==> config.mk <==
export PLATFORM = sky130hd
export DESIGN_NAME = negate_arbiter
export DESIGN_NICKNAME = d
export VERILOG_FILES = /design/src/rtl/negate_arbiter.sv
export SDC_FILE = /design/constraint.sdc
export NUM_CORES = 1
export LEC_CHECK = 0
export CAP_MARGIN = 5
export CORE_MARGIN = 4
export CORE_UTILIZATION = 43
export CTS_BUF_LIST = sky130_fd_sc_hd__clkbuf_16
export DETAILED_ROUTE_END_ITERATION = 10
export MAX_ROUTING_LAYER = met4
export PLACE_DENSITY_LB_ADDON = 0.15
export SLEW_MARGIN = 20
export SYNTH_ARGS = -nofsm -noshare
export SYNTH_HDL_FRONTEND = slang
export SYNTH_SLANG_ARGS = --single-unit
==> constraint.sdc <==
create_clock -name clk -period 2 [get_ports clk]
set_clock_uncertainty 0.05 [all_clocks]
set_input_delay 0.4 -clock clk [delete_from_list [all_inputs] [get_ports clk]]
set_output_delay 0.4 -clock clk [all_outputs]
set_load 0.03 [all_outputs]
==> src/rtl/negate_arbiter.sv <==
// -----------------------------------------------------------------------------
// negate_arbiter
//
// Two-port round-robin arbiter in front of a shared two's-complement
// (negate) unit. A granted port's operand is issued to the unit and held
// stable until the unit answers or the wait times out. The result is then
// returned on that port with a one-cycle done pulse. A RELEASE state
// guarantees at least one idle cycle on unit_en between operations.
//
// Parameters
//   TIMEOUT     cycles in ISSUE without unit_ready before abort (1..15)
//
// Ports
//   clk, rst_n          clock, asynchronous active-low reset
//   req0/a0, req1/a1    per-port request (held until done) and operand
//   done0/res0          port-0 completion pulse and last completed result
//   done1/res1          port-1 completion pulse and last completed result
//   err                 pulses with done when the operation timed out
//   busy                high whenever the FSM is not in IDLE
//   unit_en/unit_a      enable and operand to the shared unit
//   unit_ready/unit_out result-valid flag and result from the shared unit
// -----------------------------------------------------------------------------
module negate_arbiter #(
    parameter int TIMEOUT = 15
) (
    input  logic       clk,
    input  logic       rst_n,
    input  logic       req0,
    input  logic [7:0] a0,
    input  logic       req1,
    input  logic [7:0] a1,
    output logic       done0,
    output logic [7:0] res0,
    output logic       done1,
    output logic [7:0] res1,
    output logic       err,
    output logic       busy,
    output logic       unit_en,
    output logic [7:0] unit_a,
    input  logic       unit_ready,
    input  logic [7:0] unit_out
);

    typedef enum logic [1:0] {
        IDLE    = 2'd0,
        ISSUE   = 2'd1,
        RELEASE = 2'd2
    } state_t;

    // The wait counter holds the number of low-ready cycles already seen,
    // so the abort fires on the cycle that would bring it up to TIMEOUT.
    localparam logic [3:0] TMO_LAST = 4'(TIMEOUT - 1);

    state_t     state_q, state_d;
    logic       grant_q, grant_d;
    logic       last_q, last_d;
    logic [3:0] cnt_q, cnt_d;
    logic       unit_en_q, unit_en_d;
    logic [7:0] unit_a_q, unit_a_d;
    logic [7:0] res0_q, res0_d;
    logic [7:0] res1_q, res1_d;
    logic       done0_q, done0_d;
    logic       done1_q, done1_d;
    logic       err_q, err_d;
    logic       busy_q, busy_d;

    always_comb begin
        state_d   = state_q;
        grant_d   = grant_q;
        last_d    = last_q;
        cnt_d     = cnt_q;
        unit_en_d = unit_en_q;
        unit_a_d  = unit_a_q;
        res0_d    = res0_q;
        res1_d    = res1_q;
        done0_d   = 1'b0;
        done1_d   = 1'b0;
        err_d     = 1'b0;

        case (state_q)
            IDLE: begin
                if (req0 || req1) begin
                    // On a tie the port not served last wins; otherwise the
                    // lone requester (req1 high means port 1 alone).
                    grant_d   = (req0 && req1) ? ~last_q : req1;
                    unit_a_d  = grant_d ? a1 : a0;
                    unit_en_d = 1'b1;
                    cnt_d     = 4'd0;
                    state_d   = ISSUE;
                end
            end
            ISSUE: begin
                if (unit_ready) begin
                    if (grant_q) begin
                        res1_d  = unit_out;
                        done1_d = 1'b1;
                    end else begin
                        res0_d  = unit_out;
                        done0_d = 1'b1;
                    end
                    unit_en_d = 1'b0;
                    last_d    = grant_q;
                    state_d   = RELEASE;
                end else if (cnt_q == TMO_LAST) begin
                    // Abort: report completion with err, result untouched.
                    done0_d   = ~grant_q;
                    done1_d   = grant_q;
                    err_d     = 1'b1;
                    cnt_d     = cnt_q + 4'd1;
                    unit_en_d = 1'b0;
                    last_d    = grant_q;
                    state_d   = RELEASE;
                end else begin
                    cnt_d = cnt_q + 4'd1;
                end
            end
            RELEASE: begin
                // Wait for the unit to drop ready so a stale result is
                // never mistaken for the next operation's answer.
                if (!unit_ready) begin
                    state_d = IDLE;
                end
            end
            default: begin
                state_d   = IDLE;
                unit_en_d = 1'b0;
            end
        endcase

        busy_d = (state_d != IDLE);
    end

    always_ff @(posedge clk or negedge rst_n) begin
        if (!rst_n) begin
            state_q   <= IDLE;
            grant_q   <= 1'b0;
            last_q    <= 1'b1;
            cnt_q     <= 4'd0;
            unit_en_q <= 1'b0;
            unit_a_q  <= 8'd0;
            res0_q    <= 8'd0;
            res1_q    <= 8'd0;
            done0_q   <= 1'b0;
            done1_q   <= 1'b0;
            err_q     <= 1'b0;
            busy_q    <= 1'b0;
        end else begin
            state_q   <= state_d;
            grant_q   <= grant_d;
            last_q    <= last_d;
            cnt_q     <= cnt_d;
            unit_en_q <= unit_en_d;
            unit_a_q  <= unit_a_d;
            res0_q    <= res0_d;
            res1_q    <= res1_d;
            done0_q   <= done0_d;
            done1_q   <= done1_d;
            err_q     <= err_d;
            busy_q    <= busy_d;
        end
    end

    assign done0   = done0_q;
    assign done1   = done1_q;
    assign res0    = res0_q;
    assign res1    = res1_q;
    assign err     = err_q;
    assign busy    = busy_q;
    assign unit_en = unit_en_q;
    assign unit_a  = unit_a_q;

endmodule

Word-level counts from Yosys, hierarchy flattened. Cells that the tools add are included.

Bitwise gates (word level): 3. Equal/unequal tests: 6. Reductions and logical operators: 12. Add/sub/neg operators: 1. Multiplexer cells: 27.

Operators by type and width (number): $mux W1 (17); $reduce_and A3 Y1 (4); $mux W2 (4); $mux W4 (2); $mux W8 (1); $pmux W4 S2 (1); $pmux W2 S3 (1); $reduce_bool A2 Y1 (3); $add A4 B1 Y4 const B (1); $eq A4 B4 Y1 const B (1); $ne A2 B2 Y1 const B (2); $reduce_and A2 Y1 (2); $ne A3 B3 Y1 const B (1); $not A1 Y1 (3); $pmux W1 S3 (1); $eq A2 B1 Y1 const B (1); $eq A2 B2 Y1 const B (1); $logic_not A2 Y1 (1); $logic_and A1 B1 Y1 (1); $logic_or A1 B1 Y1 (1).

Output and inout bits: 29. Register bits after elaboration: 37.

Logic depth before layout (Yosys ltp).
Depth in word-level cells: 5. Depth in mapped cells: 5. Mapped depth without buffers: 5.

Least setup slack after synthesis. OpenSTA, ideal clock, no wires.

Kind: reg-to-reg. From: register cnt_q[0]. To: register last_q. Library setup time: 0.082 ns. Cell stages (with the launch flop): 6. Path slack: 0.432 ns. Data arrival time: 1.436 ns. Cell sequence: dfrtp_1 -> inv_1 -> ha_1 -> and3_1 -> o21ai_0 -> mux2_2.

Longest elaborated chain between the ends: 3.

RTL lines: start: declaration (RTL line 57) `logic [3:0] cnt_q, cnt_d;`; start signal: assignment (RTL line 151) `cnt_q <= cnt_d;`; $eq A4 B4 Y1 (RTL line 104) `end else if (cnt_q == TMO_LAST) begin`; $reduce_bool A2 Y1 (no source line); $reduce_and A2 Y1 (no source line); end signal: assignment (RTL line 150) `last_q <= last_d;`; end: declaration (RTL line 56) `logic last_q, last_d;`.

Every way passes these cells. A chain may end at the register's enable or synchronous reset.

Final worst setup path.
From: register res0_q[7] (netlist: res0[7]). To: output res0[7].

RTL lines: start: declaration (RTL line 60) `logic [7:0] res0_q, res0_d;`; start signal: assignment (RTL line 154) `res0_q <= res0_d;`; end: declaration (RTL line 33) `output logic [7:0] res0,`.

No word-level cell between the ends.

==> metrics <==
CP Capture Type output port; GRT busiest layer met2; chip height 68.0 um; Mapped Nets about 140; Die Area 4620 sq um; switching power 1.43 mW; layout cells sized above 1 between 20% and 30%; FMAX 0.564 GHz; Worst-Margin Slew approximately 800 ps; Slew HR 47.6%; Inserted Diodes 0; GR Overflow Total 0; Max-cap violations 0; Synth Instances 111; first-pass GRT wire length roughly 5500 um; TritonRoute pass-1 iters 4; htree depth 2; crit path DAT roughly 1300 ps; # rows 21; placed instance count about 220; core footprint about 3400 sq um; later-pin clock latency in the skew report 270 ps; post-route cell area 2370 sq um; Placed Area 2210 sq um; Final #Nets around 210; M1 GR Usage 19.7%; CTS Buffer Depth 2; initial antenna violation count 0; crit path from res0[7]; Syn Area/Cell about 14 sq um; Sw Ratio 35.6%; largest net degree at the start of global routing 38; PostCTS Resize Cnt 0; max incr delay on CP slightly below 700 ps; sequential share of power 32.1%; met3 usage 6.24%; Final ANT Viol Nets 0; peak supply drop 0.000958 V; drt wl/cell ~14 um; critical path cell sequence clkdlybuf4s50_1; CTS buffer count 5; Leakage between 1 and 1.5 nW; Final Wtd Congestion just under 0.8; CP delay by family, top buffers and inverters; Period minus WS final approximately 1800 ps; Post-Syn Area 1550 sq um; sequential-to-total area share from yosys stat 60.0%; Post-CTS Setup Inserts 0; Worst R2R Start last_q; Routed WL 3200 um; Hold Slack approximately 160 ps; max-slew violations 0; PD cells 1700 nW/um^2; vias in the first global route between 1000 and 1500; Initial Util 45.3%; total clock sinks 37; clock share of power between 20% and 30%; post-synth top area share 58.3%; Setup violations, final 0; Req. time, crit path approximately 1600 ps; yosys warns 0; most common cell after layout, fill and taps aside clkdlybuf4s50_1; IO buf count 57; Final period util between 80% and 90%; RSZ-0062 raised after global routing no; TritonCTS clock tree built; detailed router's first-iteration violation count 62; top cells by area, synth dfrtp_1, mux2_2, mux2_1; Die Width about 70 um; status completed; Hold/Removal Path Class input pin to asynchronous set/reset pin; internal cell power 2.59 mW; Crit Path Class flip-flop to output port; Vias 1104; register bit total from synthesis 37; most frequent cells in the layout clkdlybuf4s50_1, dfrtp_1, mux2_2, mux2_1; clock root buffer clkbuf_16; Critical path buffers and inverters 1; post-synth top area cell dfrtp_1; GRT Total Usage 17.1%; slowest stage cell, crit path clkdlybuf4s50_1; Setup Total Neg Slack 0 ps; clock slew at reported path FFs 50 ps; drc violations 0; Comb pwr share 46.9%; Hold Vio Cnt, Final 0; Distinct cells, synth 24; hpwl dp ~2400 um; GR Layer Usage met2 27.4%; CTS Hold Buffers Added 0; I/O pin count a little under 60; Layout area overhead 53.3%; largest fanout on the critical path 2; Post-Layout Cell Count 224; vias per cell about 4.9; crit start category flip-flop
-- final cells by class --
type / instances / area (sq um)
Fill cell: 265 / 1040
Sequential cell: 37 / 927
Timing Repair Buffer: 63 / 623
Multi-Input combinational cell: 67 / 588
Clock buffer: 5 / 125
Tap cell: 46 / 57.6
Clock inverter: 3 / 38.8
Inverter: 3 / 11.3
-- stage by stage --
stage / power (mW) / util [%] / setup WS (ps)
4_1_cts: 4.08 / 69.4 / 222
5_1_grt: 4.25 / 69.4 / 176
2_1_floorplan: 2.37 / - / 432
3_5_place_dp: 3.20 / 64.6 / 0.278
6_report: 4.02 / 69.4 / 226
3_3_place_gp: 3.16 / 64.6 / 48.0
-- state kept, by name, summed over array words and instances (netlist names), 2 cells and up --
name,cells
cnt_q,4
state_q,2
unit_a,8
res0,8
res1,8
-- path summary, 6_finish.rpt --
kind	endpoint	slack [ps]	cells past startpoint
max	res0[7]	230	1
min	cnt_q[2]	160	1
max reg2reg	unit_a[2]	410	3
min reg2reg	done0	420	1
max in group asynchronous	unit_a[3]	1250	1
min in group clk	done0	420	1
-- power groups by stage --
stage | sequential, mW | clock (mW) | combinational, mW
final | 1.29 | 0.845 | 1.89
after floorplan | 1.83 | 0 | 0.538
after global routing | 1.34 | 0.909 | 2.01
after detailed placement | 1.30 | 0 | 1.91
after global placement | 1.29 | 0 | 1.88
after CTS | 1.29 | 0.870 | 1.92
-- cells in the mapped netlist --
cell / count
nor3_1: 1
nand3_1: 3
a21oi_1: 2
o21ai_0: 4
o32ai_1: 1
buf_2: 4
or3_1: 3
a31o_2: 1
mux2_2: 25
inv_1: 3
dfstp_2: 1
nand2_1: 2
or3b_1: 1
ha_1: 2
nor2_1: 5
a2bb2oi_1: 1
o311ai_0: 1
nor2b_2: 1
and3_1: 2
a21bo_2: 1
dfrtp_1: 36
nand2b_1: 1
mux2_1: 8
nand3b_1: 2
-- metal layers --
metal	routed length [um]	part of all wire [%]	vias up
li1	-	-	528
met1	1340	42	534
met2	1620	51	36
met3	181	5.7	6
met4	53	1.7	0
met5	0	0	-
-- cell families (layout without fill, tap and decap cells) --
kind of cell	after synthesis	after routing	synth area share, %
AO/OA/AOI/OAI	11	11	4.85
adder cells (fa/ha/maj)	2	2	1.62
buffers and inverters	7	74	2.02
flip-flops	37	37	60.0
multiplexers	33	33	24.0
AND/OR/NAND/NOR	21	21	7.52
Power figures use the tool's default switching activity.
